<file path="src/rtl/pipeline_pkg.sv">
// Shared pipeline definitions: sequencer states, control-flow opcodes and the
// control-flow classifier shared with the decoder.
package pipeline_pkg;

   typedef enum logic [1:0] {
      IDLE    = 2'd0,
      SHADOW  = 2'd1,
      RESOLVE = 2'd2
   } state_t;

   localparam logic [5:0] OP_BEQ = 6'd32;
   localparam logic [5:0] OP_BNE = 6'd33;
   localparam logic [5:0] OP_BLT = 6'd34;
   localparam logic [5:0] OP_BLE = 6'd35;
   localparam logic [5:0] OP_J   = 6'd40;
   localparam logic [5:0] OP_JAL = 6'd41;
   localparam logic [5:0] OP_JR  = 6'd42;

   function automatic logic is_cf(input logic [5:0] op);
      return (op == OP_BEQ) || (op == OP_BNE) || (op == OP_BLT) || (op == OP_BLE) ||
             (op == OP_J)   || (op == OP_JAL) || (op == OP_JR);
   endfunction

endpackage

</file>
<file path="src/rtl/pc_seq_ctrl_sat_counter.sv">
// Saturating up-counter; holds at all-ones instead of wrapping.
module sat_counter #(
   parameter int W = 16
) (
   input  logic         clk,
   input  logic         rstd,
   input  logic         inc,
   output logic [W-1:0] count
);

   always_ff @(posedge clk or posedge rstd) begin
      if (rstd)
         count <= '0;
      else if (inc && (count != {W{1'b1}}))
         count <= count + W'(1);
   end

endmodule

</file>
<file path="src/rtl/pc_seq_ctrl.sv">
// PC sequencer: branch shadow hold, single commit strobe, load-use freeze and
// saturating stall/branch performance counters.
//
//   state   | meaning
//   --------+-----------------------------------------------------------
//   IDLE    | PC advances; load-use hazard may hold it combinationally
//   SHADOW  | cf op in flight, PC held, decode killed (RESOLVE_LAT cycles)
//   RESOLVE | one-cycle commit strobe with captured opcode, decode killed
module pc_seq_ctrl
   import pipeline_pkg::*;
#(
   parameter int RESOLVE_LAT = 2,
   parameter int PERF_W      = 16
) (
   input  logic              clk,
   input  logic              rstd,
   input  logic              valid_d,
   input  logic [5:0]        op_d,
   input  logic [4:0]        rs_d,
   input  logic [4:0]        rt_d,
   input  logic              uses_rs_d,
   input  logic              uses_rt_d,
   input  logic              load_e,
   input  logic [4:0]        rd_e,
   output logic [1:0]        jon10,
   output logic              jon2,
   output logic [5:0]        op_w,
   output logic              kill_d,
   output logic [PERF_W-1:0] stall_cnt,
   output logic [PERF_W-1:0] branch_cnt
);

   state_t     state, state_nxt;
   logic [2:0] cnt, cnt_nxt;
   logic [5:0] op_q, op_nxt;
   logic       hazard;

   assign hazard = valid_d & load_e & (rd_e != 5'd0) &
                   ((uses_rs_d & (rs_d == rd_e)) | (uses_rt_d & (rt_d == rd_e)));

   always_ff @(posedge clk or posedge rstd) begin
      if (rstd) begin
         state <= IDLE;
         cnt   <= '0;
         op_q  <= '0;
      end else begin
         state <= state_nxt;
         cnt   <= cnt_nxt;
         op_q  <= op_nxt;
      end
   end

   always_comb begin
      state_nxt = state;
      cnt_nxt   = cnt;
      op_nxt    = op_q;
      jon10     = 2'b00;
      jon2      = 1'b0;
      kill_d    = 1'b0;
      unique case (state)
         IDLE: begin
            // Hazard wins: a cf op seen alongside a hazard is retried next cycle.
            jon10[1] = hazard;
            if (!hazard && valid_d && is_cf(op_d)) begin
               op_nxt    = op_d;
               cnt_nxt   = 3'(RESOLVE_LAT - 1);
               state_nxt = SHADOW;
            end
         end
         SHADOW: begin
            jon10  = 2'b01;
            kill_d = 1'b1;
            if (cnt == 3'd0)
               state_nxt = RESOLVE;
            else
               cnt_nxt = cnt - 3'd1;
         end
         RESOLVE: begin
            jon2      = 1'b1;
            kill_d    = 1'b1;
            state_nxt = IDLE;
         end
         default: state_nxt = IDLE;
      endcase
   end

   assign op_w = op_q;

   sat_counter #(.W(PERF_W)) u_stall_cnt (
      .clk   (clk),
      .rstd  (rstd),
      .inc   (|jon10),
      .count (stall_cnt)
   );

   sat_counter #(.W(PERF_W)) u_branch_cnt (
      .clk   (clk),
      .rstd  (rstd),
      .inc   (jon2),
      .count (branch_cnt)
   );

endmodule

</file>
<file path="config.mk">
export PLATFORM = sky130hd
export DESIGN_NAME = pc_seq_ctrl
export DESIGN_NICKNAME = d
export VERILOG_FILES = /design/src/rtl/pipeline_pkg.sv /design/src/rtl/pc_seq_ctrl_sat_counter.sv /design/src/rtl/pc_seq_ctrl.sv
export SDC_FILE = /design/constraint.sdc
export NUM_CORES = 1
export LEC_CHECK = 0
export BUFFER_PORTS_ARGS = -buffer_cell sky130_fd_sc_hd__buf_4
export CAP_MARGIN = 20
export CORE_ASPECT_RATIO = 2
export CORE_MARGIN = 2
export CORE_UTILIZATION = 25
export CTS_CLUSTER_SIZE = 24
export DETAILED_ROUTE_END_ITERATION = 10
export SLEW_MARGIN = 20
export SYNTH_ARGS = -nofsm -noshare
export SYNTH_HDL_FRONTEND = slang
export SYNTH_HIERARCHICAL = 1
export SYNTH_SLANG_ARGS = --single-unit
export TNS_END_PERCENT = 50
</file>
<file path="constraint.sdc">
create_clock -name clk -period 5 [get_ports clk]
set_clock_uncertainty 0.15 [all_clocks]
set_input_delay 0.25 -clock clk [delete_from_list [all_inputs] [get_ports clk]]
set_output_delay 0.25 -clock clk [all_outputs]
set_load 0.02 [all_outputs]
</file>
==> results.yml <==
outcome:
  status: "finished, final reports clean"
sta:
  fin_crit_ns: 2.72
  post-route-period-util: 0.544
  worst_slew_pin_slew_ns: 0.754
  setup_viol: 0
  relSlewSlack: 0.495
  fmax_ghz: 0.368
  hold_viol_final: 0
  rsz0062_at_grt: "no"
  tns_ns: 0
  fin_ws_ns: 2.28
  final-max-slew-violation-count: 0
flow_run:
  maxCapViolCount: 0
global_routing:
  grtUsageTotal: 0.113
  met1_usage: 0.109
  grt_use_met2: 0.212
  use_met3: 0.0254
  gr-total-overflow: 0
  grt_pass1_vias: 2018
  grt_max_degree: 17
  antenna_found_initial: 0
  grt-busiest-layer: "met2"
  grt_pass1_wl_um: 9280
critical_path:
  criticalPathCategory: "flop to flop"
  r2r.worst_path.cells: 8
  cp_cell_sequence: "inv_1, ha_1, inv_1, o21ai_0, and4_1, nand3_1, nor2_1, mux2_2"
  cp-start-kind: "flop"
  crit_family: "simple AND/OR/NAND/NOR gates"
  cp_common_cell: "inv_1"
  slowest_delay_ns: 0.53
  crit-reg2reg-launch: "state[1]"
  timing.critical_path.buf_inv: 2
  arrival_ns: 2.73
  end_kind: "flop"
  timing.critical_path.slowest_stage_cell: "o21ai_0"
  r2r-end: "u_stall_cnt/count[14]"
  reg2reg_slack_ns: 2.28
  cp.required_ns: 5.01
  cp_max_fo: 8
floorplanning:
  rows: 50
  core_area_sq_um: 9380
  start_util: 0.258
  die_area_sq_um: 10600
  io_pins: 69
  die_h_um: 143
  die_x_um: 73.6
logic_synthesis:
  ys_seq_area_frac: 0.444
  async_flop_share: 1.00
  netlist_area_sq_um: 2420
  yosysMostFrequentCell: "dfrtp_1"
  synth.area.top_cells: "dfrtp_1 44%, xnor2_1 12%, ha_1 3.6%, nand4_1 3.4%, nand3_1 3.3%"
  synth_nets: 262
  synth_cell_type_count: 39
  synth_common_cells: "43 x dfrtp_1, 32 x xnor2_1, 21 x nand2_1, 16 x nand3_1, 13 x nand4_1"
  avgSynthCellArea_sq_um: 10.6
  synthFlopType: "dfrtp_1"
  syn_inst: 228
  synth_top_area_frac: 0.444
  synth_top_area_cell: "dfrtp_1"
  ys_warn_count: 6
  synth_edf_count: 0
  ys_ff_latch: 43
routing:
  post_drt_wl_per_cell_um: 14.0
  drtPass1Iterations: 4
  drt_iter0_drc: 20
  vias_per_cell: 4.87
  num_vias: 1976
  ant_nets: 0
  totalWireLength_um: 5670
  drc_errors: 0
hold_path:
  hold_start: "op_d[0]"
  min_to: "op_w[0]"
  min_path_cells: 2
  hp-class: "primary input to flop"
pwr:
  p_leak_nw: 1.54
  powerDensity_nw_per_um2: 382
  ir_drop_v: 0.000256
placed_design:
  io_buffers: 68
  globalplace.congestion: 0.743
  hpwl_um: 4470
  dpl_worst_slack_ns: 2.05
clocking:
  clk_pin_slew_ns: 0.06
  cts_max_level: 2
  cts_tree: "built"
  cts-resized-gates: 0
  cts_root_buffer: "clkbuf_16"
  clkLatencyLatePin_ns: 0.29
  cts_sinks: 43
  clk_path_buf_depth: 2
  numCtsBuffers: 5
final_layout:
  antenna_cells: 0
  drive_gt1_frac: 0.325
  synthToLayoutAreaGrowth_pct: 33.1
  nets: 335
==> state kept, by name, summed over array words and instances, names as in the netlist <==
name,flops
op_w,6
u_branch_cnt/count,16
state,2
cnt,3
u_stall_cnt/count,16
==> logic make-up (layout without fill, tap and decap cells) <==
group	count (synthesis)	after routing	synth area share
adder cells (fa/ha/maj)	7	7	0.0361
multiplexers	11	11	0.0537
AND/OR/NAND/NOR	101	101	0.261
buffers and inverters	12	86	0.0232
XOR/XNOR	32	32	0.116
AO/OA/AOI/OAI	22	22	0.0671
flip-flops	43	43	0.444
==> metrics by stage <==
step | area (sq um) | total power [W] | utilization | cells | hold slack, ns
after global routing | 3230 | 0.00131 | 0.344 | 406 | 0.0537
after detailed placement | 3040 | 0.000853 | 0.324 | 397 | 0.171
after global placement | 3040 | 0.000843 | 0.324 | 397 | 0.168
after floorplan | 2420 | 0.000710 | - | 228 | -0.0476
final | 3230 | 0.00123 | 0.344 | 406 | 0.0583
after CTS | 3230 | 0.00125 | 0.344 | 406 | 0.0537
==> per-layer routing <==
metal	part of all wire	wire length, um	up-vias
met5	0	0	-
met4	0.028	157	0
met3	0.037	211	10
met2	0.58	3310	43
met1	0.35	1990	958
li1	-	-	965
==> power by group <==
group	total [W]	leakage (nW)	switching, W	internal, W
clock network	0.000384	0.0868	0.000135	0.000248
logic	0.000381	0.886	0.000210	0.000171
registers	0.000467	0.570	0.0000626	0.000405
total	0.00123	1.54	0.000408	0.000824
==> timing repair <==
| item | CTS | global route |
|---|---|---|
| hold buffers | 1 | 0 |
| buffers inserted | 0 | 0 |
| endpoints found under the hold margin | 43 | 0 |
==> cell usage in the layout (no fill, tap or decap), drive strengths merged, types with 2 or more instances in the layout <==
| cell type | netlist | layout |
|---|---|---|
| a31oi | 3 | 3 |
| and2 | 2 | 2 |
| xnor2 | 32 | 32 |
| dfrtp | 43 | 43 |
| and3 | 11 | 11 |
| o21a | 2 | 2 |
| mux2 | 7 | 7 |
| nand2b | 3 | 3 |
| mux2i | 4 | 4 |
| nor4 | 2 | 2 |
| and4 | 8 | 8 |
| o221ai | 2 | 2 |
| buf | 2 | 68 |
| clkbuf | 1 | 6 |
| ha | 7 | 7 |
| nor2b | 3 | 3 |
| o22ai | 2 | 2 |
| a21oi | 5 | 5 |
| nor2 | 12 | 12 |
| nand2 | 23 | 23 |
| nand4 | 17 | 17 |
| nand3 | 16 | 16 |
| inv | 9 | 9 |
| o21ai | 4 | 4 |
==> how the worst max path moves through the flow <==
stage / from / endpoint / cells past startpoint
detailed placement: rd_e[1] / u_stall_cnt/count[14] / 10
CTS: state[1] / u_stall_cnt/count[14] / 8
floorplan: rd_e[1] / u_stall_cnt/count[14] / 9
global route: state[1] / u_stall_cnt/count[14] / 8
global placement: rd_e[2] / u_stall_cnt/count[14] / 10
finish: state[1] / u_stall_cnt/count[14] / 8
==> cell type report <==
type	instances	area, sq um
clock buffers	6	139
clock inverters	2	35.0
fillers	938	6160
inverters	9	33.8
multi-input cells	173	1290
flip-flops and latches	43	1080
well taps	104	130
repair buffers	69	520
(Power assumes the default switching activity.)
